## src/rtl/com_pkg.sv

```systemverilog
// Shared types and constants for the com transmit/receive blocks.
package com_pkg;

  typedef enum logic [2:0] {
    ST_IDLE,
    ST_LATCH,
    ST_SEND,
    ST_DONE,
    ST_RELEASE
  } tx_arb_state_e;

  localparam int DLEN_W_DEF  = 13;
  localparam int BTYPE_W_DEF = 4;

  // Packet types understood by both the transmit controller and the receive parser.
  localparam logic [3:0] PT_NONE       = 4'h0;
  localparam logic [3:0] PT_ACQ_DATA   = 4'h1;
  localparam logic [3:0] PT_CACHE_DATA = 4'h2;
  localparam logic [3:0] PT_STATUS     = 4'h3;
  localparam logic [3:0] PT_CMD_ACK    = 4'h4;
  localparam logic [3:0] PT_HEARTBEAT  = 4'h5;

  function automatic int unsigned rr_next(input int unsigned idx, input int unsigned n);
    return (idx + 1 >= n) ? 0 : idx + 1;
  endfunction

endpackage

```

## src/rtl/com_rr_pick.sv

```systemverilog
// Combinational rotate-priority picker: first set request at or after ptr_i, modulo N.
module com_rr_pick #(
  parameter int N     = 4,
  parameter int IDX_W = 4
) (
  input  logic [N-1:0]     req_i,
  input  logic [IDX_W-1:0] ptr_i,
  output logic             valid_o,
  output logic [IDX_W-1:0] idx_o
);

  logic [IDX_W:0]   sum;
  logic [IDX_W-1:0] cand;

  // Scan from the farthest offset back to ptr_i so the nearest hit is written last.
  always_comb begin
    valid_o = |req_i;
    idx_o   = '0;
    sum     = '0;
    cand    = '0;
    for (int unsigned k = 0; k < N; k++) begin
      sum = {1'b0, ptr_i} + (IDX_W+1)'(N - 1 - k);
      if (sum >= (IDX_W+1)'(N)) begin
        sum = sum - (IDX_W+1)'(N);
      end
      cand = IDX_W'(sum);
      if (|(req_i & (N'(1) << cand))) begin
        idx_o = cand;
      end
    end
  end

endmodule

```

## src/rtl/com_tx_arb.sv

```systemverilog
// Round-robin arbiter sharing the Ethernet transmit path between NUM_REQ producers.
// Optional downstream watchdog enabled by defining COM_TX_ARB_TIMEOUT_EN.
module com_tx_arb
  import com_pkg::*;
#(
  parameter int NUM_REQ     = 4,
  parameter int DLEN_W      = DLEN_W_DEF,
  parameter int BTYPE_W     = BTYPE_W_DEF,
  parameter int IDX_W       = 4,
  parameter int TIMEOUT_CYC = 1000000
) (
  input  logic                       clk,
  input  logic                       rst,
  input  logic [NUM_REQ-1:0]         fs_req,
  output logic [NUM_REQ-1:0]         fd_req,
  input  logic [NUM_REQ*BTYPE_W-1:0] req_btype,
  input  logic [NUM_REQ*DLEN_W-1:0]  req_dlen,
  output logic                       fs_send,
  input  logic                       fd_send,
  output logic [BTYPE_W-1:0]         btype,
  output logic [IDX_W-1:0]           didx,
  output logic [DLEN_W-1:0]          dlen,
  output logic                       busy,
  output logic                       err
);

  if ((NUM_REQ < 2) || (NUM_REQ > 8) || ((1 << IDX_W) < NUM_REQ) || (TIMEOUT_CYC < 2)) begin : g_param_check
    $error("com_tx_arb: illegal parameter combination");
  end

  tx_arb_state_e        state_q, state_d;
  logic [NUM_REQ-1:0]   fd_req_q, fd_req_d;
  logic                 fs_send_q, fs_send_d;
  logic [BTYPE_W-1:0]   btype_q, btype_d;
  logic [IDX_W-1:0]     didx_q, didx_d;
  logic [DLEN_W-1:0]    dlen_q, dlen_d;
  logic [IDX_W-1:0]     rr_ptr_q, rr_ptr_d;

  logic                 pick_valid;
  logic [IDX_W-1:0]     pick_idx;
  logic [BTYPE_W-1:0]   pick_btype;
  logic [DLEN_W-1:0]    pick_dlen;
  logic [NUM_REQ-1:0]   grant_oh;
  logic                 owner_req;

`ifdef COM_TX_ARB_TIMEOUT_EN
  localparam logic [31:0] TO_LAST = 32'(TIMEOUT_CYC - 1);
  logic [31:0] cnt_q, cnt_d;
  logic        err_q, err_d;
`endif

  com_rr_pick #(
    .N     (NUM_REQ),
    .IDX_W (IDX_W)
  ) u_pick (
    .req_i   (fs_req),
    .ptr_i   (rr_ptr_q),
    .valid_o (pick_valid),
    .idx_o   (pick_idx)
  );

  always_comb begin
    pick_btype = '0;
    pick_dlen  = '0;
    for (int unsigned k = 0; k < NUM_REQ; k++) begin
      if (IDX_W'(k) == pick_idx) begin
        pick_btype = req_btype[k*BTYPE_W +: BTYPE_W];
        pick_dlen  = req_dlen[k*DLEN_W +: DLEN_W];
      end
    end
  end

  assign grant_oh  = NUM_REQ'(1) << didx_q;
  assign owner_req = |(fs_req & grant_oh);

  always_comb begin
    state_d   = state_q;
    fd_req_d  = fd_req_q;
    fs_send_d = fs_send_q;
    btype_d   = btype_q;
    didx_d    = didx_q;
    dlen_d    = dlen_q;
    rr_ptr_d  = rr_ptr_q;
`ifdef COM_TX_ARB_TIMEOUT_EN
    cnt_d     = cnt_q;
    err_d     = err_q;
`endif
    unique case (state_q)
      ST_IDLE: begin
        if (pick_valid) begin
          didx_d  = pick_idx;
          btype_d = pick_btype;
          dlen_d  = pick_dlen;
          state_d = ST_LATCH;
        end
      end
      ST_LATCH: begin
        if (dlen_q == '0) begin
          state_d = ST_DONE;
        end else begin
          fs_send_d = 1'b1;
          state_d   = ST_SEND;
`ifdef COM_TX_ARB_TIMEOUT_EN
          cnt_d     = '0;
`endif
        end
      end
      ST_SEND: begin
        // A returning fd_send takes precedence over an expiring watchdog.
        if (fd_send) begin
          fs_send_d = 1'b0;
          state_d   = ST_DONE;
        end
`ifdef COM_TX_ARB_TIMEOUT_EN
        else if (cnt_q == TO_LAST) begin
          fs_send_d = 1'b0;
          err_d     = 1'b1;
          state_d   = ST_DONE;
        end else begin
          cnt_d = cnt_q + 32'd1;
        end
`endif
      end
      ST_DONE: begin
        fd_req_d = grant_oh;
        state_d  = ST_RELEASE;
      end
      ST_RELEASE: begin
        if (!owner_req) begin
          fd_req_d = '0;
          rr_ptr_d = IDX_W'(rr_next(32'(didx_q), NUM_REQ));
          state_d  = ST_IDLE;
        end
      end
      default: state_d = ST_IDLE;
    endcase
  end

  always_ff @(posedge clk) begin
    if (rst) begin
      state_q   <= ST_IDLE;
      fd_req_q  <= '0;
      fs_send_q <= 1'b0;
      btype_q   <= '0;
      didx_q    <= '0;
      dlen_q    <= '0;
      rr_ptr_q  <= '0;
`ifdef COM_TX_ARB_TIMEOUT_EN
      cnt_q     <= '0;
      err_q     <= 1'b0;
`endif
    end else begin
      state_q   <= state_d;
      fd_req_q  <= fd_req_d;
      fs_send_q <= fs_send_d;
      btype_q   <= btype_d;
      didx_q    <= didx_d;
      dlen_q    <= dlen_d;
      rr_ptr_q  <= rr_ptr_d;
`ifdef COM_TX_ARB_TIMEOUT_EN
      cnt_q     <= cnt_d;
      err_q     <= err_d;
`endif
    end
  end

  assign fd_req  = fd_req_q;
  assign fs_send = fs_send_q;
  assign btype   = btype_q;
  assign didx    = didx_q;
  assign dlen    = dlen_q;
  assign busy    = (state_q != ST_IDLE);
`ifdef COM_TX_ARB_TIMEOUT_EN
  assign err     = err_q;
`else
  assign err     = 1'b0;
`endif

endmodule
```

## config.mk

```make
export PLATFORM = sky130hd
export DESIGN_NAME = com_tx_arb
export DESIGN_NICKNAME = d
export VERILOG_FILES = /design/src/rtl/com_pkg.sv /design/src/rtl/com_rr_pick.sv /design/src/rtl/com_tx_arb.sv
export SDC_FILE = /design/constraint.sdc
export NUM_CORES = 1
export LEC_CHECK = 0
export CORE_ASPECT_RATIO = 0.5
export CORE_MARGIN = 4
export CORE_UTILIZATION = 35
export DETAILED_ROUTE_END_ITERATION = 16
export GPL_TIMING_DRIVEN = 0
export MAX_ROUTING_LAYER = met4
export PLACE_DENSITY_LB_ADDON = 0.1
export SYNTH_ARGS = -nofsm -noshare
export SYNTH_HDL_FRONTEND = slang
export SYNTH_SLANG_ARGS = --single-unit
```

## constraint.sdc

```tcl
create_clock -name clk -period 3.5 [get_ports clk]
set_input_delay 0.525 -clock clk [delete_from_list [all_inputs] [get_ports clk]]
set_output_delay 0.525 -clock clk [all_outputs]
set_load 0.005 [all_outputs]
```

==> impl_metrics.json <==
{
  "core_sq_um": 9570,
  "antenna_left": 0,
  "ff2ff_path_depth": 15,
  "timing.final.crit_share_pct": 95.1,
  "cts_root_buffer": "clkbuf_16",
  "drive_above_1_share_pct": 15.2,
  "r2r_end": "dlen[11]$_SDFFE_PP0P_",
  "num_vias": 3680,
  "seq_area_frac_synth_pct": 19.0,
  "grt_max_degree": 16,
  "dp_hpwl_microns": 9370,
  "path_depth": 15,
  "hold_path.class": "reg2reg",
  "stdcell_area_sq_um": 4860,
  "synth_common_cells": "nand2_1 (43), nor2_1 (35), a21boi_0 (34), and3_1 (34)",
  "io_pins": 103,
  "finalNetCount": 622,
  "mappedNetlistNets": 513,
  "rows": 25,
  "ys_types": 56,
  "hold_viol_final": 0,
  "worst-setup-path-type": "reg2reg",
  "ys_warn_count": 0,
  "avgSynthCellArea_sq_um": 8.21,
  "rrSetupSlack_ns": 0.17,
  "die_w_microns": 149,
  "crit_end": "dlen[11]$_SDFFE_PP0P_",
  "drc": 0,
  "antenna_found_initial": 0,
  "clock-sinks": 33,
  "crit_slowest_cell": "dfxtp_2",
  "netlist_area_sq_um": 3480,
  "cp-start-kind": "flip-flop",
  "drt_wl_total_microns": 12100,
  "cts_made_buffers": 5,
  "fmax_mhz": 300,
  "syn-instance-count": 424,
  "ys_async_sr_fraction_pct": 0,
  "diodes": 0,
  "slew_violations": 0,
  "ir_drop_uv": 179,
  "htreeDepth": 2,
  "firstDrtPassIters": 5,
  "fin_crit_ns": 3.33,
  "finClkSkew_ns": 0.00296,
  "post-place-ws_ns": -0.109,
  "wl_per_cell_microns": 18.1,
  "cts_tree": "done",
  "dp_cells": 659,
  "fin_cells": 669,
  "grt_pass1_wl_microns": 18500,
  "final.setup.tns_ns": 0,
  "yosys-top-cells-area": "dfxtp_1 (19%), a21boi_0 (7.3%), and3_1 (6.1%)",
  "ctsHoldBuffers": 0,
  "synth-seq-cells": 33,
  "crit_top_cell": "buf_6",
  "grt_usage_pct": 20.2,
  "synthFlopType": "dfxtp_1",
  "yosysTopAreaCell": "dfxtp_1",
  "place.port_buffers": 100,
  "worstPathMaxFanout": 10,
  "relSlewSlack_pct": 53.9,
  "critPathRequiredTime_ns": 3.69,
  "outcome": "finished clean",
  "clkLatencyLatePin_ns": 0.28,
  "critPathArrivalTime_ns": 3.52,
  "cp_slowest_stage_delay_ns": 0.37,
  "rsz0062_at_grt": "false",
  "holdWs_ns": 0.482,
  "dieHeight_microns": 78.5,
  "drv_cap": 0,
  "start_util_pct": 36.4,
  "grt_pass1_vias": 3434,
  "drtIter0Drc": 322,
  "end_kind": "flip-flop",
  "critPathBufInv": 5,
  "cts_max_path_buffers": 2,
  "r2r-start": "rr_ptr_q[0]$_SDFFE_PP0P_",
  "setup_violations": 0,
  "grt_overflow_total": 0,
  "place_area_sq_um": 4650,
  "cp_cell_sequence": "buf_6 -> buf_6 -> inv_2 -> ha_2 -> xnor2_1 -> ha_1 -> nor2_1 -> a311o_1 -> and3_4 -> a221oi_4 -> buf_12 -> buf_2 -> nand2_1 -> a32o_1 -> a311oi_2",
  "place.gp.congestion": 0.887,
  "yosys.cell_count.top_type": "nand2_1",
  "leakage_nw": 1.85,
  "synth_edf_count": 0,
  "vias_per_cell": 5.50,
  "design.die.area_sq_um": 11700,
  "path_clk_slew_ns": 0.06,
  "setup_slack_ns": 0.171,
  "syn2layout_area_growth_pct": 39.5,
  "yosysTopAreaCellShare_pct": 19.0,
  "tightestPinTransition_ns": 0.692,
  "crit_family": "compound AO/OA/AOI/OAI gates",
  "startpoint": "rr_ptr_q[0]$_SDFFE_PP0P_",
  "power.density_nw_per_um2": 425
}
cell usage in the layout, fill, tap and decap left out, types with 7 or more instances in the layout:
cell type,netlist,layout
nand2_1,43,43
o21ai_0,33,33
inv_1,7,7
a21boi_0,34,34
clkdlybuf4s50_1,0,100
and3_1,34,34
a32o_1,17,17
ha_1,14,13
a21oi_1,23,23
dfxtp_1,33,31
nor2_1,35,35
a311oi_2,14,14
buf_6,7,8
mux2_4,10,10
clkbuf_1,25,23
registers in the layout, indices dropped and copies added (netlist names):
signal,cells
fd_req,4
state_q,3
dlen,13
rr_ptr_q,4
fs_send,1
didx,4
btype,4
cells by family after synthesis:
logic type,after synthesis,synth area share [%]
buffers and inverters,51,8.38
xor gates and xnor gates,6,1.51
DFF,33,19.0
other,1,0.108
adders and majority gates,14,5.03
AOI/OAI and AO/OA,153,34.9
and+or+nand+nor,143,21.0
muxes,23,10.1
what timing repair did:
item | CTS | global route
gates cloned | 0 | 1
endpoints found under the hold margin | 0 | 0
resized for setup | 2 | 7
buffers inserted | 1 | 1
setup endpoints to repair | 17 | 17
pin swaps | 1 | 1
how the worst min path moves through the flow:
stage                            from                endpoint  depth (start not counted)  slack (ns)
3_5_place_dp     fs_send$_SDFFE_PP0P_    fs_send$_SDFFE_PP0P_                          2        0.48
2_1_floorplan    fs_send$_SDFFE_PP0P_    fs_send$_SDFFE_PP0P_                          2        0.47
3_3_place_gp   fd_req[2]$_SDFFE_PP0P_  fd_req[2]$_SDFFE_PP0P_                          2        0.48
5_1_grt          fs_send$_SDFFE_PP0P_    fs_send$_SDFFE_PP0P_                          2        0.52
6_report         fs_send$_SDFFE_PP0P_    fs_send$_SDFFE_PP0P_                          2        0.48
4_1_cts          fs_send$_SDFFE_PP0P_    fs_send$_SDFFE_PP0P_                          2        0.49
metrics by stage:
stage	total power, mW	util, %
after floorplan	1.17	-
after global placement	1.62	48.6
after detailed placement	1.63	48.6
after CTS	2.06	50.1
after global routing	2.18	50.7
final	2.06	50.7
layout make-up:
class / instances / area [sq um]
Fill cell: 965 / 4720
Inverter: 10 / 37.5
Sequential cell: 33 / 666
Buffer: 40 / 255
Timing Repair Buffer: 103 / 1030
Clock inverter: 3 / 17.5
Clock buffer: 5 / 125
Multi-Input combinational cell: 340 / 2550
Tap cell: 135 / 169
worst min-delay path, cell delays in order (launching register included):
cell and delay, ns:
dfxtp_1 0.32, nand2_1 0.06, a211oi_1 0.06
where the power goes:
group,switching (mW),internal [mW],total (mW),leakage [nW]
Sequential,0.0928,0.473,0.566,0.273
Combinational,0.526,0.550,1.08,1.50
Clock,0.163,0.260,0.423,0.0696
per-layer routing:
metal / global-route usage (%) / routed length [microns] / vias up
li1: - / - / 1801
met2: 28.9 / 5120 / 140
met5: - / 0 / -
met3: 2.31 / 773 / 6
met4: 3.29 / 73 / 0
met1: 30.7 / 6120 / 1733
Power figures use the tool's default switching activity.
